### config.mk
export PLATFORM = sky130hd
export DESIGN_NAME = mul_2x2_seq_ctrl
export DESIGN_NICKNAME = d
export VERILOG_FILES = /design/src/rtl/sauria_mul_pkg.sv /design/src/rtl/mul_2x2.sv /design/src/rtl/mul_2x2_seq_ctrl.sv
export SDC_FILE = /design/constraint.sdc
export NUM_CORES = 1
export LEC_CHECK = 0
export BUFFER_PORTS_ARGS = -buffer_cell sky130_fd_sc_hd__buf_4
export CORE_UTILIZATION = 62
export CTS_BUF_LIST = sky130_fd_sc_hd__clkbuf_4 sky130_fd_sc_hd__clkbuf_8 sky130_fd_sc_hd__clkbuf_16
export CTS_CLUSTER_SIZE = 24
export DETAILED_ROUTE_END_ITERATION = 12
export PLACE_DENSITY = 0.86
export SETUP_SLACK_MARGIN = 0.05
export SLEW_MARGIN = 5
export SYNTH_ARGS = -nofsm -noshare
export SYNTH_HDL_FRONTEND = slang
export SYNTH_SLANG_ARGS = --single-unit
export TNS_END_PERCENT = 20
### constraint.sdc
create_clock -name i_clk -period 7.6 [get_ports i_clk]
set_clock_uncertainty 0.1 [all_clocks]
set_input_delay 1.52 -clock i_clk [delete_from_list [all_inputs] [get_ports i_clk]]
set_output_delay 1.52 -clock i_clk [all_outputs]
set_load 0.02 [all_outputs]
### src/rtl/sauria_mul_pkg.sv
// Shared types and helpers for the digit-serial multiplier controller.
//   mul_seq_state_t : controller FSM state encoding
//   digit_cnt_w()   : width of a 2-bit-digit counter for a w-bit operand
package sauria_mul_pkg;

    typedef enum logic [1:0] {
        IDLE = 2'd0,
        RUN  = 2'd1,
        DONE = 2'd2
    } mul_seq_state_t;

    // A single-digit operand still gets a 1-bit counter so the port/regs exist.
    function automatic int digit_cnt_w(input int w);
        return (w / 2 > 1) ? $clog2(w / 2) : 1;
    endfunction

endpackage

### src/rtl/mul_2x2.sv
// 2x2 unsigned multiplier cell.
//   a_i, b_i : 2-bit unsigned digits
//   p_o      : 4-bit product
// APPROX=1 selects the underdesigned cell: 3x3 yields 7 instead of 9, so the
// product fits in 3 bits and never exceeds the exact value.
module mul_2x2 #(
    parameter int APPROX = 0
) (
    input  logic [1:0] a_i,
    input  logic [1:0] b_i,
    output logic [3:0] p_o
);

    always_comb begin
        p_o = {2'b00, a_i} * {2'b00, b_i};
        if (APPROX != 0 && a_i == 2'b11 && b_i == 2'b11) begin
            p_o = 4'd7;
        end
    end

endmodule

### src/rtl/mul_2x2_seq_ctrl.sv
// Digit-serial unsigned multiplier controller. One 2x2 cell is stepped over
// every (A digit, B digit) pair; shifted partial products are accumulated
// into a full-width result. One operation in flight.
//   i_clk, i_rst     : clock, synchronous active-high reset
//   i_valid/o_ready  : operand handshake (i_a, i_b unsigned)
//   o_valid/i_ready  : result handshake (o_ab)
//   o_busy           : high while an operation is running or being held
module mul_2x2_seq_ctrl
    import sauria_mul_pkg::*;
#(
    parameter int IA_W   = 8,
    parameter int IB_W   = 8,
    parameter int APPROX = 0
) (
    input  logic                 i_clk,
    input  logic                 i_rst,
    input  logic                 i_valid,
    output logic                 o_ready,
    input  logic [IA_W-1:0]      i_a,
    input  logic [IB_W-1:0]      i_b,
    output logic                 o_valid,
    input  logic                 i_ready,
    output logic [IA_W+IB_W-1:0] o_ab,
    output logic                 o_busy
);

    localparam int NA   = IA_W / 2;
    localparam int NB   = IB_W / 2;
    localparam int AB_W = IA_W + IB_W;
    localparam int DA_W = digit_cnt_w(IA_W);
    localparam int DB_W = digit_cnt_w(IB_W);
    localparam int S_W  = ((DA_W > DB_W) ? DA_W : DB_W) + 1;

    localparam logic [DA_W-1:0] DA_LAST = DA_W'(NA - 1);
    localparam logic [DB_W-1:0] DB_LAST = DB_W'(NB - 1);

    if ((IA_W % 2) != 0 || IA_W < 2 || (IB_W % 2) != 0 || IB_W < 2) begin : g_bad_width
        $error("mul_2x2_seq_ctrl: IA_W and IB_W must be even and >= 2");
    end

    mul_seq_state_t    state_q, state_d;
    logic [AB_W-1:0]   acc_q,   acc_d;
    logic [DA_W-1:0]   da_q,    da_d;
    logic [DB_W-1:0]   db_q,    db_d;
    logic [IA_W-1:0]   a_q,     a_d;
    logic [IB_W-1:0]   b_q,     b_d;

    logic [1:0]        a_dig, b_dig;
    logic [3:0]        cell_p;
    logic [S_W-1:0]    dsum;
    logic [S_W:0]      shamt;
    logic [AB_W-1:0]   pp;

    // Digit selects as constant-index muxes: no out-of-range part selects
    // when the digit count is not a power of two.
    always_comb begin
        a_dig = 2'b00;
        for (int i = 0; i < NA; i++) begin
            if (da_q == DA_W'(i)) a_dig = a_q[2*i +: 2];
        end
    end

    always_comb begin
        b_dig = 2'b00;
        for (int j = 0; j < NB; j++) begin
            if (db_q == DB_W'(j)) b_dig = b_q[2*j +: 2];
        end
    end

    mul_2x2 #(.APPROX(APPROX)) u_cell (
        .a_i (a_dig),
        .b_i (b_dig),
        .p_o (cell_p)
    );

    // Partial product weight is 4^(da+db).
    assign dsum  = S_W'(da_q) + S_W'(db_q);
    assign shamt = {dsum, 1'b0};
    assign pp    = AB_W'(cell_p) << shamt;

    always_comb begin
        state_d = state_q;
        acc_d   = acc_q;
        da_d    = da_q;
        db_d    = db_q;
        a_d     = a_q;
        b_d     = b_q;
        case (state_q)
            IDLE: begin
                if (i_valid) begin
                    a_d     = i_a;
                    b_d     = i_b;
                    acc_d   = '0;
                    da_d    = '0;
                    db_d    = '0;
                    state_d = RUN;
                end
            end
            RUN: begin
                acc_d = acc_q + pp;
                if (da_q == DA_LAST) begin
                    da_d = '0;
                    if (db_q == DB_LAST) begin
                        state_d = DONE;
                    end else begin
                        db_d = db_q + 1'b1;
                    end
                end else begin
                    da_d = da_q + 1'b1;
                end
            end
            DONE: begin
                if (i_ready) state_d = IDLE;
            end
            default: state_d = IDLE;
        endcase
    end

    always_ff @(posedge i_clk) begin
        if (i_rst) begin
            state_q <= IDLE;
            acc_q   <= '0;
            da_q    <= '0;
            db_q    <= '0;
            a_q     <= '0;
            b_q     <= '0;
        end else begin
            state_q <= state_d;
            acc_q   <= acc_d;
            da_q    <= da_d;
            db_q    <= db_d;
            a_q     <= a_d;
            b_q     <= b_d;
        end
    end

    assign o_ready = (state_q == IDLE) && !i_rst;
    assign o_valid = (state_q == DONE);
    assign o_busy  = (state_q != IDLE);
    assign o_ab    = acc_q;

endmodule
Word level (Yosys, flattened, before mapping)
Cells that the tools add are included.
{ "word_totals": {"in_bits": 20, "ff_bits": 38} }
{ "classes": {"eq_ne": 13, "reduce_logical": 11, "multipliers": 1, "mux": 21, "shifts": 1, "n_addsub": 4} }
{ "ops": {"columns": ["op", "count"], "rows": [
  ["2-bit 2-to-1 mux", 16],
  ["16-bit case mux with 2 select lines", 1],
  ["16-bit adder", 1],
  ["16-bit 2-to-1 mux", 1],
  ["4-bit by 4-bit left shift with 16-bit output", 1],
  ["2-bit == test (second input constant)", 5],
  ["2-bit inequality test (second input constant)", 4],
  ["2-bit case mux with 2 select lines", 2],
  ["4-bit AND reduction", 2],
  ["2-bit by 1-bit == test with 1-bit output (second input constant)", 3],
  ["2-bit logical NOT", 3],
  ["2-bit case mux with 3 select lines", 1],
  ["2-bit by 1-bit adder with 2-bit output (second input constant)", 2],
  ["2-bit by 2-bit multiplier with 4-bit output", 1],
  ["2-bit AND reduction", 2],
  ["2-bit nonzero test", 2],
  ["2-bit by 2-bit adder with 3-bit output", 1],
  ["2-bit by 1-bit inequality test with 1-bit output (second input constant)", 1],
  ["1-bit logical AND", 1],
  ["1-bit logical NOT", 1]
]} }

Logic depth before layout (Yosys ltp)
{ "logic_depth": {"ltp_word": 9, "mapped_depth": 20} }

Hierarchy
From an unflattened synthesis, not the netlist that was laid out.
{ "unflattened": {"hier_cells": 352, "area_unflattened_um2": 2697.6} }
{ "by_module_without_submodules": {"columns": ["module", "n_inst", "cells_per_inst", "seq_area_each_um2", "area_each_um2"], "rows": [
  ["mul_2x2_seq_ctrl", 1, 346, 760.7, 2647.5],
  ["mul_2x2", 1, 6, 0.0, 50.0]
]} }

Worst setup path before layout
No wires, ideal clock.
{ "synth_timing": {"kind": "input to output", "from": "input port i_rst", "to": "output port o_ready", "cell_stages": 3, "setup_slack_ns": 3.743, "n_path_buf": 2, "t_required_ns": 5.980, "arrival_ns": 2.237, "cell_sequence": "clkbuf_1 > clkbuf_1 > nor2_1"} }
{ "synth_via": {"elab_chain_len": 2} }
{ "synth_rtl": {"columns": ["element", "line_no", "text"], "rows": [
  ["from (decl)", "mul_2x2_seq_ctrl.sv:16", "input logic i_rst,"],
  ["1-bit logical NOT", "mul_2x2_seq_ctrl.sv:137", "assign o_ready = (state_q == IDLE) && !i_rst;"],
  ["1-bit logical AND", "mul_2x2_seq_ctrl.sv:137", null],
  ["to (decl)", "mul_2x2_seq_ctrl.sv:18", "output logic o_ready,"]
]} }
No other way between the ends.

Final worst setup path
{ "layout_timing": {"from": "register da_q[1]", "to": "register acc_q[13] (netlist: o_ab[13])"} }
{ "layout_via": {"elab_chain_len": 9, "word_cells_on_any_way": 13, "classes_between": "2 x add/sub; 1 x mul; 3 x eq/ne; 1 x shift; 5 x mux; 1 x reduce/logical"} }
{ "layout_rtl": {"columns": ["element", "line_no", "text"], "rows": [
  ["from (decl)", "mul_2x2_seq_ctrl.sv:43", "logic [DA_W-1:0] da_q, da_d;"],
  ["from (signal assigned)", "mul_2x2_seq_ctrl.sv:123", "da_q <= '0;"],
  ["from (signal assigned)", "mul_2x2_seq_ctrl.sv:130", "da_q <= da_d;"],
  ["2-bit logical NOT", "mul_2x2_seq_ctrl.sv:59", "if (da_q == DA_W'(i)) a_dig = a_q[2*i +: 2];"],
  ["2-bit 2-to-1 mux (4 in a row)", "mul_2x2_seq_ctrl.sv:59", null],
  ["2-bit by 2-bit multiplier with 4-bit output", "mul_2x2.sv:15", "p_o = {2'b00, a_i} * {2'b00, b_i};"],
  ["4-bit by 4-bit left shift with 16-bit output *", "mul_2x2_seq_ctrl.sv:79", "assign pp = AB_W'(cell_p) << shamt;"],
  ["16-bit adder *", "mul_2x2_seq_ctrl.sv:100", "acc_d = acc_q + pp;"],
  ["16-bit case mux with 2 select lines *", "mul_2x2_seq_ctrl.sv:88", "case (state_q)"],
  ["to (signal assigned)", "mul_2x2_seq_ctrl.sv:122", "acc_q <= '0;"],
  ["to (signal assigned)", "mul_2x2_seq_ctrl.sv:129", "acc_q <= acc_d;"],
  ["to (decl)", "mul_2x2_seq_ctrl.sv:42", "logic [AB_W-1:0] acc_q, acc_d;"]
]} }
Every way passes the cells marked *; elsewhere a longest branch is shown, timed or not.
A chain may end at the register's enable or synchronous reset.

==> reports/results.tsv <==
metric	value	unit
Tmin final	4.08	ns
top-count cell post-synth	nand2_1	
FF-to-FF setup slack	3.52	ns
Post-Route WL	6090	µm
synthesized cell area	0.00259	mm²
setup bufs post-CTS	0	
Critical Path, Cell by Cell	inv_1 -> ha_1 -> a221oi_1 -> o31a_1 -> nor2_1 -> ha_1 -> ha_1 -> mux2i_1 -> nor3_1 -> ha_1 -> a211oi_1 -> o211ai_2 -> a41oi_1 -> o31ai_2 -> xnor2_1 -> o21ai_1	
capture point of the worst path	o_ab[13]	
first-pass GRT wire length	9800	µm
CTS root buf	clkbuf_8	
initial antenna violation count	0	
CTS tree	yes	
DP HPWL	4390	µm
RR Startpoint	da_q[1]	
sequential area share after synthesis	0.294	
Yosys cell types	52	
status	finished clean	
Post-synth top cells	nand2_1, nor2_1, a21oi_1, dfxtp_1, ha_1	
Ys Warns	0	
Critical Path AT	4.15	ns
Antenna Violating Nets Remaining	0	
Core Region	0.00400	mm²
routed len/inst	14.5	µm
Die Y	66.7	µm
area grow syn2layout	17.3	%
via/cell ratio	5.91	
overall power	0.465	mW
CTS Sinks	38	
grt ovf	0	
Worst Path Max Fanout	5	
Least-Margin Pin Slew	0.985	ns
Clock Latency Late Sink	0.29	ns
Final Util	0.760	
number of global-route vias before repair	2176	
htree depth	2	
main flop type after synthesis	dfxtp_1	
Cells after Synth	335	
PortBufs	38	
Resize count post-CTS	0	
nets	417	
max_cap viols	0	
share of layout cells above drive strength 1	0.149	
EDFF count, synth	0	
static leakage	1.36	nW
I/O pin total	39	
Power Density	153	mW/mm²
Num CTS Buffers	5	
Hold Buf Count CTS	0	
via count	2484	
post-synth top area share	0.294	
Critical Path Source	da_q[1]	
GR Util All Layers	0.290	
area of the die	0.00444	mm²
setup TNS	0	ns
Ant. Diodes	0	
die width	66.7	µm
Worst Setup Path Type	register to register	
FFs w/ async S/R, synth	0	
routability congestion estimate	0.926	
Tcrit/Tclk final	0.537	
CP dominant cell by count	ha_1	
CP Launch Type	register	
Synth area leaders	dfxtp_1, ha_1, nand2_1, a21oi_1, nor2_1	
R2R depth	16	
Hold/Removal Path Class	register to register	
Final Max Tran Viols	0	
critical path endpoint category	register	
Slew HR	0.342	
row cnt	23	
drc violations	0	
max incr delay on CP	0.46	ns
Worst Hold Launch	a_q[6]	
flops & latches, synth	38	
worst r2r dst	o_ab[13]	
clock tree buffer depth	2	
syn_area_per_cell	7.74	µm²
post-synth net total	383	
Fmax	0.245	GHz
Slowest cell on crit path	dfxtp_1	
Max IR drop VDD	0.0817	mV
final setup violating endpoints	0	
Hold Fails Final Rpt	0	
RSZ-0062 raised after global routing	false	
drt pass-1 iters	4	
fillers	320	
Worst Path Required	7.67	ns
top cell type by total area after synthesis	dfxtp_1	
initial core utilization	0.648	
Initial DRC Count	112	
largest net degree at the start of global routing	33	
Clk pin slew, worst setup/hold paths	0.08	ns
[registers in the layout (all words and copies together), names as in the netlist]
signal and cells:
o_ab 16, b_q 8, da_q 2, db_q 2, state_q 2, a_q 8
[report_power, final]
| part | total (mW) | switching, mW | internal, mW | leakage [nW] |
|---|---|---|---|---|
| sequential | 0.210 | 0.00473 | 0.205 | 0.309 |
| clock | 0.215 | 0.0746 | 0.140 | 0.0714 |
| combinational | 0.0413 | 0.0240 | 0.0173 | 0.977 |
[stage by stage]
step	cell area (µm²)	std cells	hold slack, ns	setup WS (ns)
floorplan	2590	335	0.332	3.74
global placement	2900	412	0.345	3.69
detailed placement	2900	412	0.352	3.60
CTS	3040	420	0.364	3.56
global route	3040	420	0.389	3.18
finish	3040	420	0.359	3.52
[kinds of logic after synthesis]
group / share of synthesized area
xor+xnor: 0.0270
simple gates: 0.243
compound gates: 0.233
flops: 0.294
mux: 0.0275
buf+inv: 0.0348
fa+ha+maj: 0.141
[cells in the final DEF, fill, tap and decap left out, types with 5 or more instances in the layout]
cell type / Yosys / final
nand2_1: 56 / 56
nor2_1: 39 / 39
a21oi_1: 38 / 38
dfxtp_1: 38 / 38
buf_4: 0 / 38
ha_1: 26 / 26
inv_1: 13 / 13
nor2b_1: 9 / 9
o21ai_0: 9 / 9
a22oi_1: 8 / 8
nand2b_1: 7 / 7
nor3_1: 6 / 6
mux2i_1: 6 / 6
clkbuf_8: 0 / 6
xnor2_1: 5 / 5
[area by class of cell]
cell class	count	area (µm²)	share of cell area
Clock inverter	2	60.1	0.0198
Clock buffer	6	82.6	0.0272
Timing Repair Buffer	38	285	0.0938
Multi-Input combinational cell	273	1740	0.572
Inverter	13	48.8	0.0160
Tap cell	50	62.6	0.0206
Sequential cell	38	761	0.250
[critical path, delay by kind of cell, from the launching register on]
kind	cells	cell delay (ns)
DFF	1	0.46
AOI/OAI and AO/OA	7	1.71
muxes	1	0.34
xor gates and xnor gates	1	0.14
buffers and inverters	1	0.11
adders and majority gates	4	0.96
and+or+nand+nor	2	0.15
[worst min path at each step]
stage,slack [ns],cells after the start,endpoint
2_1_floorplan,0.33,2,a_q[0]
3_3_place_gp,0.34,2,a_q[6]
3_5_place_dp,0.35,2,a_q[6]
4_1_cts,0.36,2,a_q[6]
5_1_grt,0.39,2,b_q[4]
6_report,0.36,2,a_q[6]
[layer usage]
layer,GRT usage,share of wire,vias up
li1,-,-,1241
met1,0.349,0.45,1148
met2,0.484,0.47,72
met3,0.0531,0.048,23
met4,0.152,0.036,0
met5,0,0,-
Power figures use the tool's default switching activity.
